File: config.mk
export PLATFORM = sky130hd
export DESIGN_NAME = lsu_memdados
export DESIGN_NICKNAME = d
export VERILOG_FILES = /design/src/rtl/lsu_memdados.sv
export SDC_FILE = /design/constraint.sdc
export NUM_CORES = 1
export LEC_CHECK = 0
export CORE_MARGIN = 4
export CORE_UTILIZATION = 55
export CTS_CLUSTER_DIAMETER = 50
export DETAILED_ROUTE_END_ITERATION = 12
export DONT_BUFFER_PORTS = 1
export GPL_TIMING_DRIVEN = 1
export PLACE_DENSITY = 0.74
export SKIP_LAST_GASP = 1
export SYNTH_ARGS = -nofsm -noshare
export SYNTH_HDL_FRONTEND = slang
export SYNTH_SLANG_ARGS = --single-unit
File: constraint.sdc
create_clock -name clk -period 7 [get_ports clk]
set_clock_uncertainty 0.05 [all_clocks]
set_input_delay 1.4 -clock clk [delete_from_list [all_inputs] [get_ports clk]]
set_output_delay 1.4 -clock clk [all_outputs]
set_load 0.05 [all_outputs]
File: src/rtl/lsu_memdados.sv
// Load/store unit between the CPU and a word-organised data memory.
// Sub-word stores are done as read-modify-write; lanes are big-endian.
// All memory-side outputs are registered; the memory acts on the negedge.
module lsu_memdados #(
    parameter int ADDR_BITS = 5
) (
    input  logic        clk,
    input  logic        rst,
    input  logic        req,
    input  logic        store,
    input  logic [1:0]  size,
    input  logic        unsigned_ld,
    input  logic [31:0] byte_addr,
    input  logic [31:0] wdata,
    output logic        ready,
    output logic        done,
    output logic        err,
    output logic [31:0] rdata,
    output logic        EscreveMem,
    output logic        LeMem,
    output logic [31:0] address,
    output logic [31:0] writeData,
    input  logic [31:0] LeituraMemDados
);

    typedef enum logic [2:0] {
        IDLE,
        READ,
        MERGE,
        WRITE,
        DONE
    } state_t;

    state_t      r_state;
    logic        r_store;
    logic        r_unsigned;
    logic [1:0]  r_size;
    logic [1:0]  r_off;
    logic [15:0] r_wdata;
    logic [31:0] r_merge;

    logic        w_illegal;
    logic [31:0] w_word_idx;
    logic        w_unused_addr;
    logic [7:0]  w_byte;
    logic [15:0] w_half;
    logic [31:0] w_load;
    logic [31:0] w_merged;

    // Address bits above the memory index are deliberately dropped (wrap).
    assign w_word_idx    = 32'(byte_addr[ADDR_BITS+1:2]);
    assign w_unused_addr = ^byte_addr[31:ADDR_BITS+2];

    // Illegal size or misaligned address, checked on the live request.
    always_comb begin
        w_illegal = 1'b0;
        case (size)
            2'b01:   w_illegal = byte_addr[0];
            2'b10:   w_illegal = (byte_addr[1:0] != 2'b00);
            2'b11:   w_illegal = 1'b1;
            default: w_illegal = 1'b0;
        endcase
    end

    // Extract and extend the addressed lane of the word coming back from memory.
    always_comb begin
        w_byte = LeituraMemDados[31:24];
        case (r_off)
            2'd0:    w_byte = LeituraMemDados[31:24];
            2'd1:    w_byte = LeituraMemDados[23:16];
            2'd2:    w_byte = LeituraMemDados[15:8];
            default: w_byte = LeituraMemDados[7:0];
        endcase
        w_half = r_off[1] ? LeituraMemDados[15:0] : LeituraMemDados[31:16];
        case (r_size)
            2'b00:   w_load = r_unsigned ? {24'b0, w_byte} : {{24{w_byte[7]}}, w_byte};
            2'b01:   w_load = r_unsigned ? {16'b0, w_half} : {{16{w_half[15]}}, w_half};
            default: w_load = LeituraMemDados;
        endcase
    end

    // Replace the addressed byte or halfword lane of the captured word.
    always_comb begin
        w_merged = r_merge;
        if (r_size == 2'b00) begin
            case (r_off)
                2'd0:    w_merged[31:24] = r_wdata[7:0];
                2'd1:    w_merged[23:16] = r_wdata[7:0];
                2'd2:    w_merged[15:8]  = r_wdata[7:0];
                default: w_merged[7:0]   = r_wdata[7:0];
            endcase
        end else if (r_off[1]) begin
            w_merged[15:0] = r_wdata;
        end else begin
            w_merged[31:16] = r_wdata;
        end
    end

    // Access sequencer with registered handshake and memory strobes.
    always_ff @(posedge clk or posedge rst) begin
        if (rst) begin
            r_state    <= IDLE;
            r_store    <= 1'b0;
            r_unsigned <= 1'b0;
            r_size     <= 2'b00;
            r_off      <= 2'b00;
            r_wdata    <= '0;
            r_merge    <= '0;
            ready      <= 1'b1;
            done       <= 1'b0;
            err        <= 1'b0;
            rdata      <= '0;
            EscreveMem <= 1'b0;
            LeMem      <= 1'b0;
            address    <= '0;
            writeData  <= '0;
        end else begin
            done       <= 1'b0;
            EscreveMem <= 1'b0;
            LeMem      <= 1'b0;
            case (r_state)
                IDLE: begin
                    if (req) begin
                        r_store    <= store;
                        r_unsigned <= unsigned_ld;
                        r_size     <= size;
                        r_off      <= byte_addr[1:0];
                        r_wdata    <= wdata[15:0];
                        address    <= w_word_idx;
                        ready      <= 1'b0;
                        if (w_illegal) begin
                            err     <= 1'b1;
                            done    <= 1'b1;
                            r_state <= DONE;
                        end else if (store && size == 2'b10) begin
                            writeData  <= wdata;
                            EscreveMem <= 1'b1;
                            r_state    <= WRITE;
                        end else begin
                            LeMem   <= 1'b1;
                            r_state <= READ;
                        end
                    end
                end
                READ: begin
                    if (r_store) begin
                        r_merge <= LeituraMemDados;
                        r_state <= MERGE;
                    end else begin
                        rdata   <= w_load;
                        err     <= 1'b0;
                        done    <= 1'b1;
                        r_state <= DONE;
                    end
                end
                MERGE: begin
                    writeData  <= w_merged;
                    EscreveMem <= 1'b1;
                    r_state    <= WRITE;
                end
                WRITE: begin
                    err     <= 1'b0;
                    done    <= 1'b1;
                    r_state <= DONE;
                end
                DONE: begin
                    err     <= 1'b0;
                    ready   <= 1'b1;
                    r_state <= IDLE;
                end
                default: begin
                    ready   <= 1'b1;
                    r_state <= IDLE;
                end
            endcase
        end
    end

endmodule

==> results of run 1 <==
-- power breakdown --
group / switching, mW / leakage [nW] / total, mW / internal [mW]
clock network: 0.302 / 0.270 / 0.824 / 0.522
registers: 1.00 / 1.59 / 2.12 / 1.12
logic: 0.691 / 1.18 / 1.23 / 0.535
total: 1.99 / 3.05 / 4.17 / 2.17
-- flip-flops by register name, summed over array words and instances, names as in the netlist, 2 cells and up --
register and flops:
r_merge 32, r_off 2, writeData 32, r_state 3, rdata 32, r_wdata 16
r_size 2, address 5
-- per-stage QoR --
stage	std cells	instance area, µm²	worst slack, ns
final	730	6890	3.90
after global placement	700	6340	3.50
after CTS	730	6890	3.90
after global routing	730	6890	3.75
after detailed placement	700	6340	3.45
after floorplan	621	6510	2.05
-- layer usage --
metal / up-vias / wire (µm) / track usage
met1: 2308 / 6540 / 0.319
met2: 238 / 8370 / 0.411
met5: - / 0 / 0
li1: 2055 / - / -
met3: 30 / 1560 / 0.0872
met4: 0 / 313 / 0.0882
-- critical path: cells and delay by family --
kind	cells	cell delay (ns)
simple gates	3	1.13
buf+inv	2	0.57
compound gates	1	0.14
-- cell usage after synthesis, types with 14 or more instances --
| cell type | n |
|---|---|
| a21oi_1 | 19 |
| a22oi_1 | 15 |
| buf_2 | 20 |
| buf_4 | 31 |
| clkbuf_1 | 19 |
| dfrtp_1 | 130 |
| mux2_2 | 66 |
| mux2i_1 | 18 |
| nand2_1 | 69 |
| nand3_1 | 62 |
| nor2_1 | 17 |
| o221ai_1 | 17 |
| o2bb2ai_1 | 14 |
-- cell type report --
class                           count  area (µm²)  share of cell area
Inverter                           13        53.8             0.00781
Multi-Input combinational cell    405        2770               0.402
Timing Repair Buffer                8        60.1             0.00872
Tap cell                          143         179              0.0260
Sequential cell                   131        3280               0.476
Clock inverter                      4        48.8             0.00708
Clock buffer                       26         499              0.0725
-- cell families after synthesis --
family / synth area share
DFF: 0.512
muxes: 0.144
buffers and inverters: 0.0718
AOI/OAI and AO/OA: 0.141
other: 0.000585
and+or+nand+nor: 0.131
-- how the worst max path moves through the flow --
stage	start	end	slack, ns
finish	req	writeData[22]	3.90
global placement	req	writeData[23]	3.50
global route	req	writeData[20]	3.75
floorplan	rst	EscreveMem	2.05
CTS	req	writeData[22]	3.90
detailed placement	req	writeData[22]	3.45
==> flow_metrics.tcl, run 1 <==
set metrics [dict create \
    antenna_cells 0 \
    rows 39 \
    hp-class "register to register" \
    max_stage_delay_ns 0.67 \
    crit_fanout 32 \
    hold_viol 0 \
    synth_edf_count 0 \
    clock_sinks 131 \
    area_growth_pct 7.50 \
    drt-pass1-iter-count 5 \
    grt_usage 0.254 \
    finalSetupViolCount 0 \
    antenna_found_initial 0 \
    clk_latency_ns 0.41 \
    endpoint_kind "register" \
    r2r_start "r_state[2]" \
    min_to "r_merge[0]" \
    yosysTopAreaCell "dfrtp_1" \
    routedWlPerCell_um 23.0 \
    fin_hold_ws_ns 0.460 \
    viasPerCell 6.34 \
    cts_max_level 4 \
    cp_slowest_cell "nor4b_4" \
    hold_start "r_merge[0]" \
    syn-cell-area_um2 6410 \
    synthArstFlopShare 1.00 \
    initial_core_util 0.561 \
    postCtsSetupBuffers 0 \
    ys_ff_latch 131 \
    cts_tree "built" \
    worst_slew_pin_slew_ns 1.12 \
    postRouteWirelength_mm 16.8 \
    cts_buffer_depth 2 \
    yosys_warnings 0 \
    rsz0062_at_grt "no" \
    post-route-drc-count 0 \
    die_area_um2 13400 \
    mostFrequentLayoutCells "dfrtp_1 (130), nand2_1 (69), mux2_2 (66)" \
    power_mw 4.17 \
    ys_types 43 \
    grt_max_degree 73 \
    ys.flop_type "dfrtp_1" \
    die_w_um 116 \
    worst_ep_arrival_time_ns 3.27 \
    avgSynthCellArea_um2 10.8 \
    status "completed" \
    p_per_area_nw_per_um2 605 \
    rr_endpoint "writeData[22]" \
    grt-ovfl-total 0 \
    nNetsFinal 679 \
    num-fill-cells 944 \
    min_period_ns 3.10 \
    cts_resized 0 \
    die_y_um 116 \
    fmax_mhz 323 \
    cts_made_buffers 17 \
    final_common_cell "dfrtp_1" \
    crit_chain "nor4b_4 -> and3_1 -> buf_4 -> nor2_2 -> inv_2 -> o221ai_1" \
    startpoint_type "primary input" \
    ios 204 \
    synthTopCellsByArea "dfrtp_1 (51%), mux2_2 (12%), nand3_1 (4.8%)" \
    synthCells 595 \
    core_area_um2 11400 \
    whs_path_depth 1 \
    clock-root-buffer "clkbuf_16" \
    worst-r2r-cell-count 6 \
    holdBufCountCts 0 \
    final_max_slew_viol_count 0 \
    min_period_over_period 0.443 \
    clkTransAtPathRegs_ns 0.05 \
    seq_area_frac_synth 0.512 \
    utilization 0.603 \
    hpwl_mm 11.9 \
    vdd_drop_max_v 0.000285 \
    yosysTopAreaCellShare 0.508 \
    final_antenna_net_count 0 \
    drive_gt1_frac 0.187 \
    grt_pass1_vias 4660 \
    numPortBuffers 0 \
    required_ns 7.18 \
    p_leak_nw 3.05 \
    max_slew_margin 0.251 \
    r2r_setup_slack_ns 4.22 \
    setup_tns_ns 0 \
    drv_cap 0 \
    place_congestion 0.838 \
    crit_type "primary input to register" \
    grt_pass1_wl_mm 25.8 \
    vias 4631 \
    first_iter_violations 413 \
]
Note: power is estimated with default switching activity, not from simulation.
==> run 2, diff against run 1 <==
- ABC_AREA: default -> 1
- clock period: 7 -> 3.07 ns (I/O delays scaled with it)
==> run 2 against run 1 <==
Global-route usage increased by 1.9 points; sequential power rose by 140%; die area increased by 13%; synthesized area rose by 14%; worst hold slack got worse by 0.25 ns; via count rose by 43%; cell count rose by 64%; critical path depth is 2 higher; utilization is 0.97 points higher; first-iteration DRC count is 31% higher; worst setup slack lost 3.0 ns; register-to-register slack got worse by 3.3 ns.
==> flow_metrics.tcl, run 2 <==
set metrics [dict create \
    cts_resized 0 \
    final_antenna_net_count 0 \
    vdd_drop_max_v 0.000728 \
    seq_area_frac_synth 0.447 \
    yosysTopAreaCellShare 0.443 \
    synth_top_cells_by_count "nand2_1 (412), nand3_1 (171), dfrtp_1 (130)" \
    grt_pass1_vias 6102 \
    cts_tree "built" \
    synthArstFlopShare 1.00 \
    ys_types 26 \
    worst_slew_pin_slew_ns 0.692 \
    initial_core_util 0.572 \
    required_ns 3.38 \
    grt_usage 0.273 \
    ys.flop_type "dfrtp_1" \
    rsz0062_at_grt "no" \
    crit_chain "nor2_1 -> nand2_1 -> nor2_4 -> nand2_1 -> buf_4 -> nand2_2 -> nand3_1 -> nand2_1" \
    hp-class "primary input to asynchronous set/reset pin" \
    r2r_start "r_state[0]" \
    die_w_um 123 \
    hpwl_mm 14.1 \
    drv_cap 0 \
    post-route-drc-count 0 \
    rr_endpoint "writeData[31]" \
    grt_max_degree 132 \
    postRouteWirelength_mm 20.4 \
    crit_type "register to register" \
    viasPerCell 5.56 \
    p_sw_frac 0.531 \
    fmax_mhz 455 \
    combPwrFrac 0.348 \
    worst-r2r-cell-count 8 \
    synthCells 1040 \
    grt_pass1_wl_mm 32.0 \
    p_sw_mw 5.66 \
    final_common_cell "nand2_1" \
    fin_hold_ws_ns 0.215 \
    hold_viol 0 \
    synthTopCellsByArea "dfrtp_1 (44%), nand2_1 (21%), nand3_1 (12%)" \
    min_period_ns 2.20 \
    cp_slowest_cell "nand2_2" \
    yosysTopAreaCell "dfrtp_1" \
    grt-ovfl-total 0 \
    die_y_um 123 \
    max_slew_margin 0.539 \
    p_leak_nw 4.09 \
    setup_tns_ns 0 \
    p_int_mw 5.00 \
    die_area_um2 15200 \
    cp_common_cell "nand2_1" \
    yosys_warnings 0 \
    p_seq_frac 0.471 \
    ys_ff_latch 131 \
    nNetsFinal 1114 \
    cts_made_buffers 17 \
    synth_edf_count 0 \
    clk_latency_ns 0.42 \
    postCtsSetupBuffers 0 \
    routedWlPerCell_um 17.1 \
    yosysMostFrequentCell "nand2_1" \
    first_iter_violations 540 \
    min_period_over_period 0.716 \
    clock_sinks 131 \
    finalSetupViolCount 0 \
    pwr-share-clk 0.181 \
    num-fill-cells 1224 \
    p_per_area_nw_per_um2 1360 \
    r2r_setup_slack_ns 0.87 \
    holdBufCountCts 0 \
    rows 41 \
    final_max_slew_viol_count 0 \
    antenna_found_initial 0 \
    core_area_um2 12800 \
    area_growth_pct 7.20 \
    place_congestion 0.909 \
    avgSynthCellArea_um2 7.05 \
    cts_buffer_depth 2 \
    vias 6635 \
    numPortBuffers 0 \
    ios 204 \
    largestRegisters "r_merge: 32 flops, rdata: 32 flops, writeData: 32 flops" \
    drt-pass1-iter-count 5 \
    crit_fanout 33 \
    status "completed" \
    max_stage_delay_ns 0.50 \
    worst_ep_arrival_time_ns 2.51 \
    startpoint_type "register" \
    antenna_cells 0 \
    mostFrequentLayoutCells "nand2_1 (412), nand3_1 (171), dfrtp_1 (130)" \
    cts_max_level 4 \
    clock-root-buffer "clkbuf_16" \
    syn-cell-area_um2 7340 \
    drive_gt1_frac 0.0783 \
    clkTransAtPathRegs_ns 0.05 \
    endpoint_kind "register" \
]
[run 2: cell types whose count changed in the layout (fill, tap and decap cells not counted), moves of 15 or more]
cell / delta
or2_2: +20
o21ai_0: +39
nand3_1: +109
a22oi_1: -15
o221ai_1: -17
mux2_2: -66
nand2_1: +343
inv_1: +58
a21oi_1: +23
mux2i_1: -18
[run 2: area by class of cell]
class | count | area (µm²) | area share
multi-input combinational | 771 | 3400 | 0.432
sequential | 131 | 3280 | 0.417
clock buffer | 22 | 484 | 0.0616
inverter | 76 | 292 | 0.0371
tap | 172 | 215 | 0.0274
timing repair buffer | 14 | 118 | 0.0150
clock inverter | 8 | 78.8 | 0.0100
[run 2: kinds of logic (layout without fill, tap and decap cells)]
family | count (synthesis) | in the layout | share of synthesized area
and+or+nand+nor | 632 | 632 | 0.367
AOI/OAI and AO/OA | 112 | 112 | 0.0815
other | 1 | 27 | 0.000511
buffers and inverters | 164 | 120 | 0.104
DFF | 131 | 131 | 0.447
[run 2: how the worst max path moves through the flow]
stage | from | end | slack, ns | cells after the start
2_1_floorplan | rst | EscreveMem | 0.78 | 1
4_1_cts | r_state[0] | writeData[31] | 0.88 | 8
3_3_place_gp | req | writeData[31] | 0.86 | 7
5_1_grt | r_state[0] | writeData[31] | 0.64 | 8
3_5_place_dp | req | writeData[31] | 0.85 | 7
6_report | r_state[0] | writeData[31] | 0.87 | 8
[run 2: metal layers]
metal | vias up | global-route usage | share of wire
li1 | 3213 | - | -
met4 | 0 | 0.138 | 0.038
met1 | 3052 | 0.370 | 0.41
met3 | 46 | 0.102 | 0.12
met5 | - | 0 | 0
met2 | 324 | 0.382 | 0.44
[run 2: per-stage QoR]
step | utilization | area [µm²] | power [mW] | setup slack [ns] | instances
after floorplan | - | 7440 | 7.83 | 0.784 | 1066
after global placement | 0.569 | 7300 | 8.61 | 0.859 | 1164
after detailed placement | 0.569 | 7300 | 8.71 | 0.846 | 1164
after CTS | 0.613 | 7860 | 10.7 | 0.885 | 1194
after global routing | 0.613 | 7860 | 11.4 | 0.636 | 1194
final | 0.613 | 7860 | 10.7 | 0.872 | 1194
[run 2: power by group through the flow]
| stage | Sequential [mW] | Combinational [mW] | Clock, mW |
|---|---|---|---|
| floorplan | 4.71 | 3.11 | 0 |
| global placement | 5.02 | 3.59 | 0 |
| detailed placement | 5.04 | 3.67 | 0 |
| CTS | 5.01 | 3.70 | 1.95 |
| global route | 5.13 | 4.27 | 2.03 |
| finish | 5.02 | 3.71 | 1.93 |
[run 2: critical path, delay by kind of cell (launching register included)]
family | cells | cell delay, ns
AND/OR/NAND/NOR | 7 | 1.39
buffers and inverters | 1 | 0.25
flip-flops | 1 | 0.43
==> run 3, diff against run 2 <==
- ABC_AREA: 1 -> 0
- clock period: 3.07 -> 2.2 ns (I/O delays scaled with it)
==> run 3 against run 2 <==
Worst setup slack got worse by 0.74 ns; die area fell by 12%; register-to-register slack got worse by 0.74 ns; critical endpoint is now rdata[12]; non-clock buffer count rose by 11; utilization rose by 1.4 points; clock power rose by 52%; maximum frequency rose by 6.2%.
==> flow_metrics.tcl, run 3 (synthesis results as in run 1) <==
set metrics [dict create \
    min_period_ns 2.07 \
    fin_cells 749 \
    area_growth_pct 11.8 \
    grt_max_degree 47 \
    worst_slew_pin_slew_ns 0.722 \
    multi_input_area_um2 2770 \
    cts_tree "built" \
    first_iter_violations 545 \
    crit_type "register to register" \
    cts_buffer_depth 2 \
    drt-pass1-iter-count 5 \
    required_ns 2.42 \
    status "completed" \
    hp-class "primary input to register" \
    clock-root-buffer "clkbuf_16" \
    vias 4722 \
    regArea_um2 3280 \
    cp-endpoint "rdata[12]" \
    hold_viol 0 \
    final_antenna_net_count 0 \
    initial_core_util 0.561 \
    endpoint_kind "register" \
    rsz0062_at_grt "no" \
    clock_sinks 131 \
    grt_pass1_vias 4623 \
    postRouteWirelength_mm 17.0 \
    grt_pass1_wl_mm 26.0 \
    max_slew_margin 0.517 \
    num-fill-cells 869 \
    clk_latency_ns 0.42 \
    nNetsFinal 696 \
    routedWlPerCell_um 22.7 \
    post-route-drc-count 0 \
    ios 204 \
    largestRegisters "r_merge: 32 flops, rdata: 32 flops, writeData: 32 flops" \
    rr_endpoint "rdata[12]" \
    antenna_cells 0 \
    rows 39 \
    min_period_over_period 0.940 \
    hpwl_mm 12.2 \
    worst_ep_arrival_time_ns 2.29 \
    fmax_mhz 483 \
    grt-ovfl-total 0 \
    numPortBuffers 0 \
    viasPerCell 6.30 \
    clkTransAtPathRegs_ns 0.06 \
    crit_fanout 9 \
    r2r_start "r_off[0]" \
    place_congestion 0.833 \
    die_w_um 116 \
    drive_gt1_frac 0.219 \
    vdd_drop_max_v 0.000898 \
    cts_made_buffers 17 \
    worst-r2r-cell-count 4 \
    setup_tns_ns 0 \
    final_max_slew_viol_count 0 \
    grt_usage 0.258 \
    die_y_um 116 \
    p_per_area_nw_per_um2 1920 \
    p_leak_nw 3.17 \
    drv_cap 0 \
    finalSetupViolCount 0 \
    startpoint "r_off[0]" \
    power_mw 13.8 \
    final_common_cell "dfrtp_1" \
    cts_max_level 4 \
    antenna_found_initial 0 \
    startpoint_type "register" \
    r2r_setup_slack_ns 0.13 \
    core_area_um2 11400 \
    dp_cells 715 \
    utilization 0.628 \
    mostFrequentLayoutCells "dfrtp_1 (130), nand2_1 (69), mux2_2 (66)" \
    die_area_um2 13400 \
]
[run 3: power breakdown]
group	leakage (nW)	total, mW	internal [mW]	switching, mW
Clock	0.297	2.94	1.91	1.03
Sequential	1.59	6.72	3.56	3.17
Combinational	1.28	4.12	1.86	2.26
Total	3.17	13.8	7.33	6.45
[run 3: timing repair]
action                                  CTS  global route
endpoints found under the setup margin    0             6
resized for setup                         0             1
endpoints found under the hold margin    18             0
buffers inserted                          0             1
hold buffers                              1             0
[run 3: worst min-delay path by stage]
stage / startpoint / cells after the start / end / slack (ns)
after CTS: wdata[8] / 2 / writeData[8] / 0.07
after detailed placement: rst / 1 / rdata[20] / 0.32
after global placement: rst / 1 / rdata[20] / 0.31
after floorplan: r_merge[16] / 1 / r_merge[16] / 0.43
after global routing: wdata[23] / 2 / writeData[23] / 0.09
final: wdata[8] / 2 / writeData[8] / 0.09
[run 3: worst max-delay path: stages, from the launching register on]
cell and delay (ns):
dfrtp_1 0.54, mux2_2 0.38, a32o_1 0.35, a211oi_4 0.43, a22oi_1 0.17
[run 3: cell type report]
class | count | share of cell area
clock buffers | 26 | 0.0752
clock inverters | 6 | 0.0126
inverters | 13 | 0.00733
multi-input cells | 405 | 0.387
flip-flops and latches | 131 | 0.458
well taps | 143 | 0.0250
repair buffers | 25 | 0.0353
[run 3: routing by layer]
layer / wire, µm / global-route usage / up-vias
met4: 539 / 0.114 / 0
met2: 8230 / 0.404 / 265
met5: 0 / 0 / -
met1: 6410 / 0.322 / 2315
li1: - / - / 2103
met3: 1810 / 0.0950 / 39
[run 3: through the flow]
| step | setup slack, ns | area (µm²) | hold slack [ns] |
|---|---|---|---|
| finish | 0.131 | 7170 | 0.0905 |
| CTS | 0.142 | 7140 | 0.0746 |
| floorplan | 0.0876 | 6510 | 0.430 |
| detailed placement | 0.160 | 6500 | 0.321 |
| global placement | 0.230 | 6500 | 0.315 |
| global route | 0.00585 | 7170 | 0.0896 |
